<file path="src/rtl/uart_rx_fifo.sv">
// UART receiver with a configurable bit period, data width and parity mode.
// The line is sampled at mid-bit. A start bit that is not still low at mid-bit
// is ignored as a false start. Frames with a bad stop bit or bad parity are
// reported and discarded. Good words go into a show-ahead FIFO with a
// valid/ready read port.
module uart_rx_fifo #(
    parameter int CLKS_PER_BIT = 434,
    parameter int DATA_BITS    = 8,
    parameter int PARITY       = 0,   // 0 none, 1 odd, 2 even
    parameter int FIFO_DEPTH   = 4
) (
    input  logic                          clk,
    input  logic                          rst,
    input  logic                          rxd,
    output logic [DATA_BITS-1:0]          rx_data,
    output logic                          rx_valid,
    input  logic                          rx_ready,
    output logic [$clog2(FIFO_DEPTH):0]   rx_count,
    output logic                          frame_err,
    output logic                          parity_err,
    output logic                          overrun
);

    localparam int CW = $clog2(CLKS_PER_BIT);
    localparam int BW = $clog2(DATA_BITS);
    localparam int AW = $clog2(FIFO_DEPTH);

    localparam logic [CW-1:0] FULL_M1  = CW'(CLKS_PER_BIT - 1);
    localparam logic [CW-1:0] HALF_M1  = CW'(CLKS_PER_BIT / 2 - 1);
    localparam logic [BW-1:0] LAST_BIT = BW'(DATA_BITS - 1);
    localparam logic [AW:0]   DEPTH    = (AW+1)'(FIFO_DEPTH);

    typedef enum logic [2:0] {
        IDLE, START, DATA, PAR, STOP, BRK
    } state_t;

    state_t                 state, state_nxt;
    logic                   sync1, rxs;
    logic [CW-1:0]          cnt;
    logic [BW-1:0]          bitcnt;
    logic [DATA_BITS-1:0]   shreg;
    logic                   par_bad;
    logic                   tick;

    logic [DATA_BITS-1:0]   mem [FIFO_DEPTH];
    logic [AW-1:0]          wptr, rptr;
    logic [AW:0]            count;
    logic                   push, pop, full, wr_en;

    assign tick = (cnt == '0);

    // Two-flop synchroniser for the asynchronous serial line, idling high.
    // NOTE: sequential state uses non-blocking assignments so every flop samples pre-edge values.
    always_ff @(posedge clk or posedge rst) begin
        if (rst) begin
            sync1 <= 1'b1;
            rxs   <= 1'b1;
        end else begin
            sync1 <= rxd;
            rxs   <= sync1;
        end
    end

    // Frame state register.
    always_ff @(posedge clk or posedge rst) begin
        if (rst) state <= IDLE;
        else     state <= state_nxt;
    end

    // Next-state logic: walk the frame, rejecting false starts and waiting out a held-low line.
    // NOTE: assigning the default first keeps every path assigned, so no latch is inferred.
    always_comb begin
        state_nxt = state;
        case (state)
            IDLE:  if (!rxs) state_nxt = START;
            START: if (tick) state_nxt = rxs ? IDLE : DATA;
            DATA:  if (tick && bitcnt == LAST_BIT) state_nxt = (PARITY != 0) ? PAR : STOP;
            PAR:   if (tick) state_nxt = STOP;
            STOP:  if (tick) state_nxt = rxs ? IDLE : BRK;
            BRK:   if (rxs)  state_nxt = IDLE;
            default: state_nxt = IDLE;
        endcase
    end

    // Bit timing, data shifting, parity tracking and the error pulses.
    always_ff @(posedge clk or posedge rst) begin
        if (rst) begin
            cnt        <= '0;
            bitcnt     <= '0;
            shreg      <= '0;
            par_bad    <= 1'b0;
            frame_err  <= 1'b0;
            parity_err <= 1'b0;
        end else begin
            frame_err  <= 1'b0;
            parity_err <= 1'b0;
            if (state == IDLE) begin
                // Half a bit to reach the middle of the start bit.
                cnt     <= HALF_M1;
                bitcnt  <= '0;
                par_bad <= 1'b0;
            end else if (tick) begin
                cnt <= FULL_M1;
            end else begin
                cnt <= cnt - 1'b1;
            end

            if (tick) begin
                case (state)
                    DATA: begin
                        shreg  <= {rxs, shreg[DATA_BITS-1:1]};
                        bitcnt <= bitcnt + 1'b1;
                    end
                    PAR:  par_bad    <= (^shreg) ^ rxs ^ (PARITY == 1);
                    STOP: begin
                        frame_err  <= !rxs;
                        parity_err <= rxs & par_bad;
                    end
                    default: ;
                endcase
            end
        end
    end

    assign push     = (state == STOP) && tick && rxs && !par_bad;
    assign rx_valid = (count != '0);
    assign pop      = rx_valid && rx_ready;
    assign full     = (count == DEPTH);
    assign wr_en    = push && (!full || pop);
    assign rx_data  = mem[rptr];
    assign rx_count = count;

    // Receive FIFO: write a good word, pop on handshake, flag a word lost to a full FIFO.
    // NOTE: the storage is reset so the head word reads as zero after reset; it is only a few words.
    always_ff @(posedge clk or posedge rst) begin
        if (rst) begin
            for (int i = 0; i < FIFO_DEPTH; i++) mem[i] <= '0;
            wptr    <= '0;
            rptr    <= '0;
            count   <= '0;
            overrun <= 1'b0;
        end else begin
            overrun <= push && full && !pop;
            if (wr_en) begin
                mem[wptr] <= shreg;
                wptr      <= wptr + 1'b1;
            end
            if (pop) rptr <= rptr + 1'b1;
            case ({wr_en, pop})
                2'b10:   count <= count + 1'b1;
                2'b01:   count <= count - 1'b1;
                default: ;
            endcase
        end
    end

endmodule

</file>
<file path="config.mk">
export PLATFORM = sky130hd
export DESIGN_NAME = uart_rx_fifo
export DESIGN_NICKNAME = d
export VERILOG_FILES = /design/src/rtl/uart_rx_fifo.sv
export SDC_FILE = /design/constraint.sdc
export NUM_CORES = 1
export LEC_CHECK = 0
export ABC_AREA = 0
export BUFFER_PORTS_ARGS = -buffer_cell sky130_fd_sc_hd__clkbuf_2
export CAP_MARGIN = 20
export CORE_AREA = 2 2 77 116
export CTS_BUF_LIST = sky130_fd_sc_hd__clkbuf_8
export DETAILED_ROUTE_END_ITERATION = 6
export DIE_AREA = 0 0 79 118
export PLACE_DENSITY_LB_ADDON = 0.12
export SLEW_MARGIN = 20
export SYNTH_ARGS = -nofsm -noshare
export SYNTH_HDL_FRONTEND = slang
export SYNTH_SLANG_ARGS = --single-unit
</file>
<file path="constraint.sdc">
create_clock -name clk -period 8.4 [get_ports clk]
set_input_delay 2.52 -clock clk [delete_from_list [all_inputs] [get_ports clk]]
set_output_delay 2.52 -clock clk [all_outputs]
set_load 0.01 [all_outputs]
</file>
==> results of run 1 <==
critical path, cell delays in order (launching register included):
cell and delay [ns]:
dfrtp_1 0.73, mux4_2 0.58, clkbuf_2 0.14
routing by layer:
layer  up-vias  global-route usage, %
met3        14                   3.22
li1        895                      -
met1       965                   17.0
met4         0                   8.51
met2        19                   21.7
met5         -                      0
cell type report:
| type | instances | area [sq um] |
|---|---|---|
| multi-input cells | 149 | 1450 |
| repair buffers | 19 | 97.6 |
| inverters | 14 | 52.6 |
| clock buffers | 9 | 124 |
| fillers | 794 | 4610 |
| flip-flops and latches | 68 | 1700 |
| well taps | 107 | 134 |
| clock inverters | 7 | 139 |
layout by cell type, fill, tap and decap left out, drive strengths merged, types with 2 or more instances in the layout:
cell type and instances:
nor4 4, or4b 2, mux2 41, bufinv 4
and2 2, inv 14, dfstp 2, nand3 9
o21ai 9, mux4 8, dfrtp 66, clkinv 3
ha 9, nand4 2, nor2 8, xor2 6
xnor2 10, a21oi 8, nand2 10, clkbuf 27
nor3 4, nand2b 3
cells in the mapped netlist, drive strengths merged, types with 2 or more instances:
library cell / number
mux2: 41
ha: 9
or4b: 2
nand4: 2
buf: 4
dfstp: 2
nor4: 4
mux4: 8
xor2: 6
clkbuf: 3
o21ai: 9
and2: 2
nor2: 8
nand2b: 3
dfrtp: 66
xnor2: 10
nand2: 10
nor3: 4
a21oi: 8
inv: 14
nand3: 9
through the flow:
stage / util (%) / cell area, sq um / worst slack, ns / instances
floorplan: - / 3260 / 4.00 / 238
global placement: 41.4 / 3440 / 3.86 / 357
detailed placement: 41.4 / 3440 / 3.82 / 357
CTS: 44.5 / 3700 / 4.00 / 373
global route: 44.5 / 3700 / 3.96 / 373
finish: 44.5 / 3700 / 4.08 / 373
report_power, final:
group          internal (mW)  switching [mW]  total, mW
Combinational         0.0430          0.0338     0.0768
Clock                  0.227           0.127      0.354
Sequential             0.341          0.0321      0.373
Total                  0.611           0.193      0.804
sequential cells by signal, summed over array words and instances, names as in the netlist:
name	count
sync1	1
rptr	2
par_bad	1
frame_err	1
state	3
bitcnt	3
rx_count	3
mem	32
shreg	8
cnt	9
wptr	2
rxs	1
parity_err	1
overrun	1
cells by family (layout without fill, tap and decap cells):
logic type,Yosys count,after routing,share of synthesized area (%)
buffers and inverters,21,49,3.37
xor gates and xnor gates,17,17,4.98
muxes,50,50,20.6
adders and majority gates,10,10,4.06
DFF,68,68,52.2
AOI/OAI and AO/OA,22,22,3.83
and+or+nand+nor,50,50,11.0
worst max path at each step:
| stage | startpoint | to | slack, ns | depth (start not counted) |
|---|---|---|---|---|
| after global routing | rptr[0] | rx_data[6] | 3.96 | 2 |
| final | rptr[0] | rx_data[6] | 4.08 | 2 |
| after floorplan | rx_ready | rx_count[2] | 4.00 | 8 |
| after global placement | rx_ready | rx_count[2] | 3.86 | 9 |
| after detailed placement | rx_ready | rx_count[2] | 3.82 | 9 |
| after CTS | rptr[0] | rx_data[6] | 4.00 | 2 |
==> results_dict.tcl, run 1 <==
set metrics [dict create \
    ctsResizeCount 0 \
    initial_core_util_pct 39.3 \
    gp_congestion 0.712 \
    clkTransAtPathRegs_ns 0.07 \
    drt-vias-per-instance 5.08 \
    synth_ff_type "dfrtp_1" \
    wl_mm 5.71 \
    yosys.area.top_type "dfrtp_1" \
    cap_violations 0 \
    reg2reg_depth 11 \
    die-area_sq_um 9320 \
    final.period_utilization_pct 51.5 \
    status "complete, no violations" \
    tritoncts "built" \
    num_io_pins 19 \
    rr_endpoint "rx_count[2]" \
    ir_drop_mv 0.0956 \
    hp-start "sync1" \
    die_y_microns 118 \
    ys_types 42 \
    layout.nets 275 \
    grtUsageTotal_pct 13.8 \
    rsz0062_at_grt "false" \
    synth_edf_count 0 \
    holdPathStages 0 \
    endpoint_kind "primary output" \
    hold_viol 0 \
    min_period_ns 4.32 \
    yosysWarnings 0 \
    setup_viol 0 \
    p_total_mw 0.804 \
    synthCells 238 \
    syn_to_final_growth_pct 13.4 \
    maxSlewViolCount 0 \
    worst_pin_slew_ns 0.870 \
    first_iter_violations 98 \
    power_density_nw_per_um2 217 \
    cts_inserted_buffers 9 \
    drc 0 \
    core-area_sq_um 8310 \
    antenna_found_initial 0 \
    cp-start-kind "flop" \
    arrival_ns 1.80 \
    post_cts_buffers 0 \
    overflow 0 \
    syn_avg_cell_area_sq_um 13.7 \
    ys_seq_area_share_pct 52.2 \
    syn_nets 252 \
    std_cell_rows 41 \
    routed.top_layer "met4" \
    grt_pass1_vias 1905 \
    async_flop_share_pct 100 \
    required_ns 5.88 \
    wl_met3_microns 133 \
    syn_area_sq_um 3260 \
    r2r_slack_ns 5.44 \
    crit-reg2reg-launch "cnt[0]" \
    grt_pass1_wl_mm 9.67 \
    synth_top_area_share_pct 50.6 \
    grt_max_degree 69 \
    layout-drive-gt1-share_pct 37.6 \
    min_path_type "reg -> reg" \
    clock_latency_ns 0.35 \
    skew_ns 0.00768 \
    wl_per_cell_microns 15.3 \
    tns_ns 0 \
    cts_num_sinks 68 \
    cts-root-buf "clkbuf_8" \
    critPathKind "reg -> out" \
    ctsHoldBuffers 0 \
    dr_total_vias 1893 \
    slew_headroom_pct 42.0 \
    port_buffers 18 \
    wl_met1_mm 2.47 \
    p_leak_nw 1.76 \
    antennaDiodeCount 0 \
    final_antenna_net_count 0 \
    die_w_microns 79 \
    dr.pass1.iters 4 \
    hpwl_mm 3.94 \
    hold_ws_ns 0.358 \
    met2_length_mm 2.91 \
    clockBufferDepth 2 \
    min_to "rxs" \
    synth_seq_cells 68 \
    h-tree-depth 3 \
    synth_area_leaders "dfrtp_1 51%, mux2_2 12%, mux4_2 5.5%" \
    max_freq_mhz 231 \
    path_max_fanout 10 \
]
No activity file was read; power rests on OpenSTA's default activity.
==> run 2, diff against run 1 <==
==> constraint.sdc (replaced) <==
create_clock -name clk -period 3.89 [get_ports clk]
set_input_delay 1.167 -clock clk [delete_from_list [all_inputs] [get_ports clk]]
set_output_delay 1.167 -clock clk [all_outputs]
set_load 0.01 [all_outputs]
==> run 2 against run 1 <==
  * Power rose by 95%
  * Largest power group unchanged
  * Critical path depth did not move
  * Critical endpoint is now rx_data[7]
  * Sequential share of layout area rose by 0.66 points
==> results_dict.tcl, run 2 (synthesis results as in run 1) <==
set metrics [dict create \
    status "complete, no violations" \
    holdPathStages 0 \
    num_io_pins 19 \
    grt_pass1_vias 1937 \
    largest_registers "mem: 32 flops, cnt: 9 flops, shreg: 8 flops" \
    clkTransAtPathRegs_ns 0.07 \
    reg2reg_depth 9 \
    max_freq_mhz 335 \
    endpoint_kind "primary output" \
    tritoncts "built" \
    worst_pin_slew_ns 0.746 \
    required_ns 2.72 \
    ctsHoldBuffers 0 \
    worst_slack_ns 0.903 \
    cp-start-kind "flop" \
    critPathKind "reg -> out" \
    layout.nets 276 \
    std_cell_rows 41 \
    rsz0062_at_grt "false" \
    post_cts_buffers 0 \
    fin_util_pct 43.9 \
    hpwl_mm 4.14 \
    die_w_microns 79 \
    die_y_microns 118 \
    largest_register "mem" \
    grt_max_degree 30 \
    ctsResizeCount 0 \
    layout.cells.non_filler 374 \
    slew_headroom_pct 50.1 \
    p_total_mw 1.57 \
    initial_core_util_pct 39.3 \
    setup_viol 0 \
    overflow 0 \
    path_max_fanout 10 \
    h-tree-depth 3 \
    dp_cells 358 \
    final_antenna_net_count 0 \
    gp_congestion 0.783 \
    hold_viol 0 \
    min_to "rxs" \
    p_leak_nw 1.74 \
    antenna_found_initial 0 \
    drc 0 \
    rr_endpoint "rx_count[2]" \
    tns_ns 0 \
    cts_num_sinks 68 \
    cap_violations 0 \
    r2r_slack_ns 1.00 \
    drt-vias-per-instance 5.07 \
    pre_cts_slack_ns 0.675 \
    cts-root-buf "clkbuf_8" \
    arrival_ns 1.82 \
    first_iter_violations 87 \
    hp-start "sync1" \
    ir_drop_mv 0.248 \
    syn_to_final_growth_pct 11.8 \
    min_period_ns 2.99 \
    wl_mm 5.86 \
    largest_register_ffs 32 \
    clockBufferDepth 2 \
    antennaDiodeCount 0 \
    maxSlewViolCount 0 \
    wl_per_cell_microns 15.7 \
    final.period_utilization_pct 76.8 \
    layout-drive-gt1-share_pct 37.5 \
    cts_inserted_buffers 9 \
    power_density_nw_per_um2 430 \
    crit-reg2reg-launch "cnt[3]" \
    port_buffers 18 \
    die-area_sq_um 9320 \
    final_common_cell "dfrtp_1" \
    min_path_type "reg -> reg" \
    grtUsageTotal_pct 14.1 \
    dr_total_vias 1896 \
    core-area_sq_um 8310 \
    final_cell_mix "66 x dfrtp_1, 36 x mux2_2, 18 x clkbuf_2, 14 x inv_1, 11 x clkbuf_8" \
    skew_ns 0.00999 \
    clock_latency_ns 0.35 \
    grt_pass1_wl_mm 9.76 \
    dr.pass1.iters 4 \
]
## run 2: changes by cell type in the layout (fill, tap and decap cells not counted)
| cell | delta |
|---|---|
| clkinv_4 | -1 |
| inv_1 | +1 |
| bufinv_16 | -3 |
| buf_4 | +1 |
| clkinvlp_4 | +1 |
| clkbuf_8 | +2 |
## run 2: layer usage
metal | share of wire [%] | GRT usage, % | routed length (microns)
met5 | 0 | 0 | 0
met2 | 54 | 23.3 | 3160
met4 | 2.8 | 8.41 | 167
met3 | 2.3 | 3.22 | 135
met1 | 41 | 16.3 | 2400
## run 2: worst max-delay path by stage
stage             start           to  slack (ns)  cells past startpoint
2_1_floorplan  rx_ready  rx_count[2]        0.85                      8
3_3_place_gp   rx_ready  rx_count[2]        0.70                      9
3_5_place_dp   rx_ready  rx_count[2]        0.67                      9
4_1_cts         rptr[0]   rx_data[7]        0.83                      2
5_1_grt         rptr[0]   rx_data[7]        0.77                      2
6_report        rptr[0]   rx_data[7]        0.90                      2
## run 2: area by class of cell
cell class	instances	area, sq um
Timing Repair Buffer	20	105
Clock buffer	11	151
Multi-Input combinational cell	149	1450
Fill cell	811	4660
Tap cell	107	134
Clock inverter	5	51.3
Sequential cell	68	1700
Inverter	14	52.6
## run 2: power breakdown
part	leakage [nW]	internal, mW	switching, mW
Sequential	0.914	0.737	0.0730
Clock	0.107	0.326	0.266
Combinational	0.721	0.0932	0.0724
## run 2: worst max-delay path, cell delays in order, from the launching register on
cell,delay [ns]
dfrtp_1,0.75
mux4_2,0.58
clkbuf_2,0.14
## run 2: per-stage QoR
step	area [sq um]	hold slack, ns
after floorplan	3260	0.345
after global placement	3440	0.347
after detailed placement	3440	0.351
after CTS	3650	0.361
after global routing	3650	0.364
final	3650	0.360
==> run 3, diff against run 2 <==
==> constraint.sdc (replaced) <==
create_clock -name clk -period 3.1 [get_ports clk]
set_input_delay 0.93 -clock clk [delete_from_list [all_inputs] [get_ports clk]]
set_output_delay 0.93 -clock clk [all_outputs]
set_load 0.01 [all_outputs]
==> run 3 against run 2 <==
  * Cell area up 1.0%
  * Sequential cell count unchanged
  * Critical endpoint is now rx_data[6]
  * Setup slack worse by 0.52 ns
  * Wire length up 2.3%
  * Power up 25%
  * Hold slack worse by 0.0058 ns
  * Via count up 0.21%
  * Die area unchanged
  * Sequential power up 25%
==> results_dict.tcl, run 3 (synthesis results as in run 1) <==
set metrics [dict create \
    status "complete, no violations" \
    power_frac_seq_pct 51.8 \
    hold_viol 0 \
    clock_latency_ns 0.35 \
    first_iter_violations 55 \
    gp_congestion 0.738 \
    die_w_microns 79 \
    antenna_found_initial 0 \
    wl_per_cell_microns 15.9 \
    hp-start "sync1" \
    clkTransAtPathRegs_ns 0.07 \
    grt_pass1_vias 2032 \
    required_ns 2.17 \
    ir_drop_mv 0.303 \
    endpoint_kind "primary output" \
    die-area_sq_um 9320 \
    tritoncts "built" \
    layout.nets 281 \
    final_common_cell "dfrtp_1" \
    max_freq_mhz 369 \
    p_clk_share_pct 36.7 \
    final_cell_mix "66 x dfrtp_1, 36 x mux2_2, 18 x clkbuf_2, 13 x inv_1" \
    drc 0 \
    dp_cells 363 \
    crit_chain "mux4_2 > clkbuf_2" \
    cts_num_sinks 68 \
    ctsResizeCount 0 \
    startpoint "rptr[0]" \
    fin_util_pct 44.3 \
    clockBufferDepth 2 \
    arrival_ns 1.78 \
    overflow 0 \
    final.period_utilization_pct 87.5 \
    min_path_type "reg -> reg" \
    critPathBufInv 1 \
    min_period_ns 2.71 \
    die_y_microns 118 \
    ctsHoldBuffers 0 \
    cp_top_family "flip-flops" \
    post_cts_buffers 0 \
    slew_headroom_pct 61.6 \
    core-area_sq_um 8310 \
    num_io_pins 19 \
    cap_violations 0 \
    crit_slowest_cell "dfrtp_1" \
    cp-start-kind "flop" \
    grtUsageTotal_pct 14.6 \
    drt-vias-per-instance 5.03 \
    cts_inserted_buffers 9 \
    switching_share_pct 26.5 \
    grt_pass1_wl_mm 10.1 \
    antennaDiodeCount 0 \
    layout.cells.non_filler 378 \
    cts-root-buf "clkbuf_8" \
    std_cell_rows 41 \
    crit-reg2reg-launch "cnt[0]" \
    skew_ns 0.00659 \
    largest_register "mem" \
    power_density_nw_per_um2 530 \
    p_leak_nw 1.76 \
    h-tree-depth 3 \
    hpwl_mm 4.26 \
    tns_ns 0 \
    max_stage_delay_ns 0.71 \
    p_switching_mw 0.517 \
    setup_viol 0 \
    path_max_fanout 9 \
    worst_pin_slew_ns 0.577 \
    syn_to_final_growth_pct 12.9 \
    port_buffers 18 \
    combPwrFrac_pct 11.4 \
    rsz0062_at_grt "false" \
    layout-drive-gt1-share_pct 38.7 \
    final_antenna_net_count 0 \
    wl_mm 6.00 \
    critPathKind "reg -> out" \
    dr.pass1.iters 4 \
    power.internal_mw 1.44 \
    initial_core_util_pct 39.3 \
    nFillCells 819 \
    dr_total_vias 1900 \
    largest_register_ffs 32 \
    grt_max_degree 34 \
    maxSlewViolCount 0 \
    largest_registers "mem: 32 flops, cnt: 9 flops, shreg: 8 flops" \
]
[run 3: changes by cell type in the layout (fill, tap and decap cells not counted), sizes merged]
cell / previous run / this run
clkinv: 2 / 3
inv: 15 / 14
buf: 2 / 7
clkbuf: 29 / 28
[run 3: path summary, 6_finish.rpt]
check | end | slack (ns) | cells past startpoint
max reg2reg | rx_count[2] | 0.48 | 12
min reg2reg | rxs | 0.35 | 0
max in group asynchronous | sync1 | 1.86 | 3
max | rx_data[6] | 0.39 | 2
min in group asynchronous | mem[6] | 0.58 | 2
min | rxs | 0.35 | 0
[run 3: worst reg2reg max path, stage by stage, from the launching register on]
cell,delay (ns)
dfrtp_1,0.40
inv_1,0.08
ha_1,0.17
nor4b_2,0.19
buf_4,0.17
nand2_2,0.06
or4b_2,0.63
ha_1,0.22
inv_1,0.08
fa_1,0.18
xor2_1,0.14
nor2_1,0.06
xor2_1,0.14
[run 3: final cells by class]
cell class                      instances  area [sq um]  area share [%]
Sequential cell                        68          1700            46.2
Tap cell                              107           134            3.63
Timing Repair Buffer                   25           155            4.21
Multi-Input combinational cell        149          1450            39.3
Inverter                               14          52.6            1.43
Clock inverter                          5          52.6            1.43
Clock buffer                           10           138            3.74
[run 3: power groups by stage]
stage | combinational [mW] | clock, mW | sequential [mW]
after floorplan | 0.202 | 0 | 0.973
after global placement | 0.221 | 0 | 1.03
after detailed placement | 0.228 | 0 | 1.03
after CTS | 0.229 | 0.744 | 1.02
after global routing | 0.251 | 0.785 | 1.03
final | 0.223 | 0.718 | 1.01
[run 3: metrics by stage]
step / power (mW) / instance area, sq um / worst slack (ns) / hold WS, ns
floorplan: 1.17 / 3260 / 0.293 / 0.345
global placement: 1.25 / 3490 / 0.133 / 0.348
detailed placement: 1.26 / 3490 / 0.108 / 0.350
CTS: 1.99 / 3680 / 0.316 / 0.355
global route: 2.06 / 3680 / 0.255 / 0.362
finish: 1.95 / 3680 / 0.388 / 0.354
[run 3: layer usage]
metal	vias to the layer above	track usage, %	routed length [microns]
li1	907	-	-
met1	962	15.9	2450
met2	20	25.6	3260
met3	11	3.68	141
met4	0	7.76	145
met5	-	0	0
